$ cat src/rtl/ps2_kbd_event_fifo.sv
// PS/2 keyboard event buffer: decodes E0/F0 prefixes into {ext, rel, code} events
// and queues them in a show-ahead FIFO with overflow and error diagnostics.
//
// state    | meaning
// ---------+-------------------------------------------------
// IDLE     | no prefix pending
// GOT_E0   | E0 seen, next plain byte is an extended make
// GOT_F0   | F0 seen, next plain byte is a break
// GOT_E0F0 | both prefixes seen, next plain byte is extended break
module ps2_kbd_event_fifo #(
    parameter int DEPTH         = 16,
    parameter bit DECODE_PREFIX = 1'b1,
    parameter int ERR_CNT_W     = 8
) (
    input  logic                       clk,
    input  logic                       reset_i,
    input  logic [7:0]                 ps2_kbd_code_i,
    input  logic                       ps2_kbd_strobe_i,
    input  logic                       ps2_kbd_err_i,
    output logic                       evt_valid_o,
    output logic [9:0]                 evt_data_o,
    input  logic                       evt_ready_i,
    output logic [$clog2(DEPTH+1)-1:0] count_o,
    output logic                       overflow_o,
    output logic [ERR_CNT_W-1:0]       err_count_o,
    input  logic                       clear_i
);

    localparam int AW = $clog2(DEPTH);
    localparam int CW = $clog2(DEPTH+1);
    localparam logic [CW-1:0] FULL_CNT = CW'(DEPTH);

    typedef enum logic [1:0] {IDLE, GOT_E0, GOT_F0, GOT_E0F0} state_t;

    state_t               state_q, state_d;
    logic                 push;
    logic [9:0]           push_data;
    logic                 is_e0, is_f0, bad_byte;
    logic [9:0]           mem [DEPTH];
    logic [AW-1:0]        wr_ptr_q, rd_ptr_q;
    logic [CW-1:0]        count_q;
    logic [9:0]           head_q, head_d;
    logic                 pop, full, push_ok, drop;
    logic                 ovf_q;
    logic [ERR_CNT_W-1:0] err_cnt_q;

    assign is_e0    = (ps2_kbd_code_i == 8'hE0);
    assign is_f0    = (ps2_kbd_code_i == 8'hF0);
    assign bad_byte = ps2_kbd_strobe_i & ps2_kbd_err_i;

    // Prefix state register.
    always_ff @(posedge clk) begin
        if (reset_i) state_q <= IDLE;
        else         state_q <= state_d;
    end

    // Prefix decode: next state and the event to push for each good byte.
    always_comb begin
        state_d   = state_q;
        push      = 1'b0;
        push_data = 10'd0;
        if (bad_byte) begin
            state_d = IDLE;
        end else if (ps2_kbd_strobe_i) begin
            if (!DECODE_PREFIX) begin
                push      = 1'b1;
                push_data = {2'b00, ps2_kbd_code_i};
                state_d   = IDLE;
            end else begin
                case (state_q)
                    IDLE: begin
                        if (is_e0)      state_d = GOT_E0;
                        else if (is_f0) state_d = GOT_F0;
                        else begin
                            push      = 1'b1;
                            push_data = {2'b00, ps2_kbd_code_i};
                        end
                    end
                    GOT_E0: begin
                        if (is_e0)      state_d = GOT_E0;
                        else if (is_f0) state_d = GOT_E0F0;
                        else begin
                            push      = 1'b1;
                            push_data = {2'b10, ps2_kbd_code_i};
                            state_d   = IDLE;
                        end
                    end
                    GOT_F0: begin
                        if (is_f0)      state_d = GOT_F0;
                        else if (is_e0) state_d = GOT_E0F0;
                        else begin
                            push      = 1'b1;
                            push_data = {2'b01, ps2_kbd_code_i};
                            state_d   = IDLE;
                        end
                    end
                    GOT_E0F0: begin
                        if (!(is_e0 || is_f0)) begin
                            push      = 1'b1;
                            push_data = {2'b11, ps2_kbd_code_i};
                            state_d   = IDLE;
                        end
                    end
                    default: state_d = IDLE;
                endcase
            end
        end
    end

    assign pop     = (count_q != '0) & evt_ready_i;
    assign full    = (count_q == FULL_CNT);
    assign push_ok = push & (~full | pop);
    assign drop    = push & ~push_ok;

    // Registered head: follows the FIFO head, holds the last event once empty.
    always_comb begin
        head_d = head_q;
        if (pop) begin
            if (count_q == CW'(1)) begin
                if (push_ok) head_d = push_data;
            end else begin
                head_d = mem[rd_ptr_q + AW'(1)];
            end
        end else if ((count_q == '0) && push_ok) begin
            head_d = push_data;
        end
    end

    // FIFO pointers, occupancy and head register.
    always_ff @(posedge clk) begin
        if (reset_i) begin
            wr_ptr_q <= '0;
            rd_ptr_q <= '0;
            count_q  <= '0;
            head_q   <= 10'd0;
        end else begin
            if (push_ok) wr_ptr_q <= wr_ptr_q + AW'(1);
            if (pop)     rd_ptr_q <= rd_ptr_q + AW'(1);
            if (push_ok && !pop)      count_q <= count_q + CW'(1);
            else if (pop && !push_ok) count_q <= count_q - CW'(1);
            head_q <= head_d;
        end
    end

    // Event storage; a full-FIFO push with pop reuses the slot being vacated.
    always_ff @(posedge clk) begin
        if (push_ok) mem[wr_ptr_q] <= push_data;
    end

    // Diagnostics: sticky overflow and saturating error count, clear has priority.
    always_ff @(posedge clk) begin
        if (reset_i || clear_i) begin
            ovf_q     <= 1'b0;
            err_cnt_q <= '0;
        end else begin
            if (drop) ovf_q <= 1'b1;
            if (bad_byte && (err_cnt_q != '1)) err_cnt_q <= err_cnt_q + ERR_CNT_W'(1);
        end
    end

    assign evt_valid_o = (count_q != '0);
    assign evt_data_o  = head_q;
    assign count_o     = count_q;
    assign overflow_o  = ovf_q;
    assign err_count_o = err_cnt_q;

endmodule
$ cat config.mk
export PLATFORM = sky130hd
export DESIGN_NAME = ps2_kbd_event_fifo
export DESIGN_NICKNAME = d
export VERILOG_FILES = /design/src/rtl/ps2_kbd_event_fifo.sv
export SDC_FILE = /design/constraint.sdc
export NUM_CORES = 1
export LEC_CHECK = 0
export ABC_AREA = 1
export ABC_CLOCK_PERIOD_IN_PS = 2200
export CELL_PAD_IN_SITES_DETAIL_PLACEMENT = 1
export CELL_PAD_IN_SITES_GLOBAL_PLACEMENT = 1
export CORE_MARGIN = 2
export CORE_UTILIZATION = 43
export CTS_BUF_LIST = sky130_fd_sc_hd__clkbuf_16
export DETAILED_ROUTE_END_ITERATION = 10
export GPL_ROUTABILITY_DRIVEN = 0
export HOLD_SLACK_MARGIN = 0.08
export PLACE_DENSITY_LB_ADDON = 0.1
export SYNTH_ARGS = -nofsm -noshare
export SYNTH_HDL_FRONTEND = slang
export SYNTH_SLANG_ARGS = --single-unit
$ cat constraint.sdc
create_clock -name clk -period 2.2 [get_ports clk]
set_input_delay 0.33 -clock clk [delete_from_list [all_inputs] [get_ports clk]]
set_output_delay 0.33 -clock clk [all_outputs]
set_load 0.005 [all_outputs]
Word-level counts from Yosys, hierarchy flattened
Memory sizes are Yosys's and may differ from the RTL's. Index checks and enable logic that the tools add are counted.

Memories: 1. Bits in writable memories: 160. Output and inout bits: 25. Register bits: 34. Input bits: 14.

Memory list: mem (words 16, width 10, read ports 1, clocked after Yosys merged registers in 0, wr ports 1, RTL line 39) `logic [9:0] mem [DEPTH];`.

Bitwise gates (word level): 7. $add $sub $neg: 5. Mux-type cells: 34. Equality and inequality tests: 11. Reduce and logical (&&, ||, !) cells: 17.

Operators with widths (number): 10-bit two-way mux (9); 10-bit case mux with 4 select lines (1); 9-bit two-way mux (2); 8-bit equality test (second input constant) (2); 8-bit two-way mux (2); 2-bit two-way mux (7); 5-bit two-way mux (2); 1-bit two-way mux (9); 4-bit by 1-bit adder with 4-bit output (second input constant) (2); 8-bit by 1-bit adder with 8-bit output (second input constant) (1); 8-bit inequality test (second input constant) (1); 2-bit case mux with 4 select lines (1); 3-bit inequality test (second input constant) (2); 5-bit by 1-bit adder with 5-bit output (second input constant) (1); 5-bit by 1-bit equality test with 1-bit output (second input constant) (1); 5-bit equality test (second input constant) (1); 5-bit zero test (1); 5-bit nonzero test (1); 5-bit by 1-bit subtractor with 5-bit output (second input constant) (1); 1-bit AND (4); 2-bit equality test (second input constant) (2); 1-bit logical AND (4); 2-bit nonzero test (2); 2-bit OR reduction (2); other kinds (10) (13).

Depth between registers and ports, before layout
Depth in word-level cells: 11. Mapped depth: 14. Depth with buffers taken out: 14.

Least setup slack after synthesis
No wires, ideal clock.

Path type: register -> register. Start point: register count_q[0] (netlist: count_o[0]). End point: register count_q[4] (netlist: count_o[4]). Cell stages (with the launch flop): 14. Setup slack: 161 ps. Arrival: 1917 ps. Cell sequence: dfxtp_1 inv_1 ha_1 nand2_1 nor3_1 nor2_4 inv_2 ha_1 inv_1 o21ai_0 inv_1 o211ai_1 o21ai_0 a21oi_1.

Longest elaborated chain between the ends: 7.

RTL lines: from (decl) (RTL line 41) `logic [CW-1:0] count_q;`; from (signal assigned) (RTL line 139) `if (push_ok && !pop) count_q <= count_q + CW'(1);`; from (signal assigned) (RTL line 140) `else if (pop && !push_ok) count_q <= count_q - CW'(1);`; 5-bit nonzero test or 5-bit equality test (tied branches) (RTL line 110, 111); 1-bit AND or 1-bit inverter (tied branches) (RTL line 110, 112); 1-bit OR * (RTL line 112) `assign push_ok = push & (~full | pop);`; 1-bit AND * (RTL line 112); named net push_ok (RTL line 43) `logic pop, full, push_ok, drop;`; 1-bit zero test (RTL line 140); 1-bit logical AND (RTL line 140); 2-bit nonzero test (no source line).

Mark *: on every way through the listed nets, which the timed path passes. The rest lies on a longest branch. The select of a mux whose other input is x is not followed. A chain may end at the register's enable or synchronous reset.

Worst setup path after layout
Start point: input ps2_kbd_code_i[5]. End point: memory mem[11][8] (enable).

Longest elaborated chain between the ends: 9.

RTL lines: from (decl) (RTL line 17) `input logic [7:0] ps2_kbd_code_i,`; 8-bit equality test, on equally long branches (RTL line 47, 48); 1-bit two-way mux (tied with other cells) (RTL line 90) `else if (is_e0) state_d = GOT_E0F0;`; 1-bit two-way mux, on equally long branches (RTL line 89, 72, 98); 1-bit case mux with 3 select lines * (RTL line 70) `case (state_q)`; 1-bit two-way mux * (RTL line 64) `end else if (ps2_kbd_strobe_i) begin`; 1-bit two-way mux * (RTL line 62) `if (bad_byte) begin`; 1-bit AND * (RTL line 112); named net push_ok (RTL line 43); 1-bit two-way mux * (RTL line 147) `if (push_ok) mem[wr_ptr_q] <= push_data;`; 1-bit two-way mux (not written as such) * (RTL line 147); to (decl) (RTL line 39).

Mark *: on every way through the listed nets, which the timed path passes. The rest lies on a longest branch.

==> impl_metrics.yaml <==
pwr:
  p_per_area_nw_per_um2: 1120
  ir_worst_vdd_v: 0.000568
  leakagePower_nw: 4.42
  p_total_mw: 11.9
sta:
  skew_ps: 20.8
  fmax_mhz: 483
  grt_setup_unrepaired: "yes"
  setup_viol: 0
  slew-limit-headroom_pct: 56.0
  hold_viol: 0
  timing.final.crit_share_pct: 94.2
  tightest_slew_ps: 660
  fin_crit_ps: 2070
  drv_slew: 0
routing:
  wl_per_cell_um: 18.2
  vias: 6615
  viasPerCell: 5.08
  postRouteAntennaNets: 0
  drtIter0Drc: 373
  drc_errors: 0
  drt-total-wl_um: 23700
  firstDrtPassIters: 4
grt:
  grt_pass1_wl_um: 37400
  grt_use_met2_pct: 39.7
  antenna_found_initial: 0
  overflow: 0
  grt_use_met1_pct: 28.3
  grt_max_degree: 39
  grt_usage_pct: 22.9
  busiest_layer: "met2"
  gr-usage-met3_pct: 4.19
  grt_pass1_vias: 6944
clock_network:
  cts_tree: "built"
  path_clk_slew_ps: 80
  clock_sinks: 194
  h-tree-depth: 4
  root_buffer: "clkbuf_16"
  worstSkewPairLatency_ps: 440
  cts_buffer_depth: 2
  numCtsBuffers: 17
die:
  die-area_um2: 21500
  core-area_um2: 20100
  die_x_um: 147
  rows: 52
  die_h_um: 147
  start_util_pct: 43.5
  io_pins: 39
placement:
  post-place-cells: 1269
  portBuffers: 38
  place_hpwl_um: 16100
yosys:
  yosysTopAreaCell: "edfxtp_1"
  yosysSeqAreaShare_pct: 62.7
  ys_warn_count: 0
  synth_fp_nets: 949
  synth.distinct_cells: 33
  synth.avg_cell_area_um2: 9.47
  async_flop_share_pct: 0
  post-synth-top-count-cell: "nand2_1"
  synthesis.area_um2: 8740
  synth-main-ff-cell: "edfxtp_1"
  synthTopCellsByCount: "293 x nand2_1, 160 x edfxtp_1, 136 x nand3_1"
  yosysTopAreaCellShare_pct: 55.0
  synth-seq-cells: 194
  netlist_instances: 923
  synth-edff-count: 160
  synth_area_leaders: "edfxtp_1 55%, nand2_1 13%, dfxtp_1 7.8%"
critical_path:
  crit_path_max_fanout: 10
  start_kind: "primary input"
  r2r_end: "mem[11][8]$_DFFE_PP_"
  required_ps: 2340
  reg2reg_slack_ps: 130
  rr_startpoint: "count_o[0]$_SDFFE_PP0P_"
  worst_setup_path_end_kind: "flip-flop"
  r2r.worst_path.cells: 11
  cp.arrival_ps: 2220
  crit_type: "primary input to flip-flop"
worst_hold_path:
  hold_path_depth: 2
  hold_end: "overflow_o$_SDFFE_PP0P_"
  hp-class: "flip-flop to flip-flop"
  hold_start: "overflow_o$_SDFFE_PP0P_"
cells_and_area:
  fin_cells: 1303
  layout.nets: 1046
  area_growth_pct: 21.5
  layout-drive-gt1-share_pct: 12.3
  num-fill-cells: 2267
  multi_input_area_um2: 2620
  diodes: 0
  regArea_um2: 5490
run:
  drv_cap: 0
outcome:
  status: "completed"
==> registers in the layout, summed over array words and instances, names as in the netlist <==
register     cells
err_count_o      8
wr_ptr_q         4
count_o          5
overflow_o       1
state_q          2
evt_data_o      10
mem            160
rd_ptr_q         4
==> report_power, final <==
group	internal, mW	switching (mW)
clock network	1.60	1.45
registers	4.12	0.138
logic	1.65	2.90
total	7.37	4.49
==> layout by cell type, fill, tap and decap left out, drive strengths merged <==
cell | netlist | routed
nor3 | 2 | 2
nand3 | 136 | 136
nand2 | 295 | 295
dfxtp | 34 | 34
clkdlybuf4s50 | 0 | 37
nand4 | 2 | 2
buf | 26 | 76
o311ai | 1 | 1
inv | 128 | 133
xnor2 | 4 | 4
clkinv | 0 | 5
edfxtp | 160 | 160
nand3b | 1 | 1
o22ai | 2 | 2
a21boi | 1 | 2
ha | 12 | 12
xor2 | 3 | 3
bufinv | 0 | 1
o211ai | 1 | 1
a21oi | 32 | 32
dlymetal6s2s | 0 | 1
o21ai | 28 | 28
nor4 | 1 | 1
clkinvlp | 0 | 4
clkbuf | 11 | 17
nor2 | 43 | 43
==> metal layers <==
layer | share of wire (%) | wire (µm)
met5 | 0 | 0
met4 | 2.0 | 470
met3 | 3.7 | 877
met2 | 52 | 12200
met1 | 43 | 10100
==> stage by stage <==
step / setup slack, ps / hold WS, ps / utilization, % / TNS, ps / area [µm²]
2_1_floorplan: 161 / 447 / - / 0 / 8740
3_3_place_gp: -208 / 443 / 49.8 / -21400 / 10000
3_5_place_dp: -282 / 443 / 49.8 / -28970 / 10000
4_1_cts: 25.7 / 456 / 52.7 / 0 / 10600
5_1_grt: -11.7 / 484 / 52.8 / -11.7 / 10600
6_report: 128 / 452 / 52.8 / 0 / 10600
==> worst max path at each step <==
stage | startpoint | end | slack, ps | depth (start not counted)
2_1_floorplan | count_o[0]$_SDFFE_PP0P_ | count_o[4]$_SDFFE_PP0P_ | 160 | 13
3_3_place_gp | ps2_kbd_code_i[4] | count_o[4]$_SDFFE_PP0P_ | -210 | 15
3_5_place_dp | ps2_kbd_code_i[4] | count_o[2]$_SDFFE_PP0P_ | -280 | 15
4_1_cts | count_o[0]$_SDFFE_PP0P_ | evt_valid_o | 30 | 6
5_1_grt | count_o[0]$_SDFFE_PP0P_ | count_o[2]$_SDFFE_PP0P_ | -10 | 14
6_report | ps2_kbd_code_i[5] | mem[11][8]$_DFFE_PP_ | 130 | 11
==> worst max-delay path, cell delays in order <==
cell             delay, ps
clkdlybuf4s50_1        460
nand2_1                100
nor2_1                  70
o21ai_2                180
nand2_1                130
nor2_4                 160
buf_4                  130
buf_12                 100
nand3_1                130
nor2_1                 220
buf_12                 180
==> repair_timing <==
action,4_1_cts,5_1_grt
hold endpoints to repair,0,0
hold buffers,0,0
resized for setup,0,7
setup buffers,0,1
setup endpoints to repair,0,15
==> cell families (layout without fill, tap and decap cells) <==
logic type,Yosys count,in the layout,synth area share (%)
and+or+nand+nor,480,480,23.1
DFF,194,194,62.7
buffers and inverters,165,274,7.67
AOI/OAI and AO/OA,65,66,4.11
adders and majority gates,12,12,1.72
xor gates and xnor gates,7,7,0.701
==> layout make-up <==
class	instances	share of cell area, %
tap	270	3.18
timing repair buffer	114	10.5
clock inverter	15	1.44
multi-input combinational	565	24.6
inverter	128	4.55
clock buffer	17	4.01
sequential	194	51.7
No activity file was read; power rests on OpenSTA's default activity.
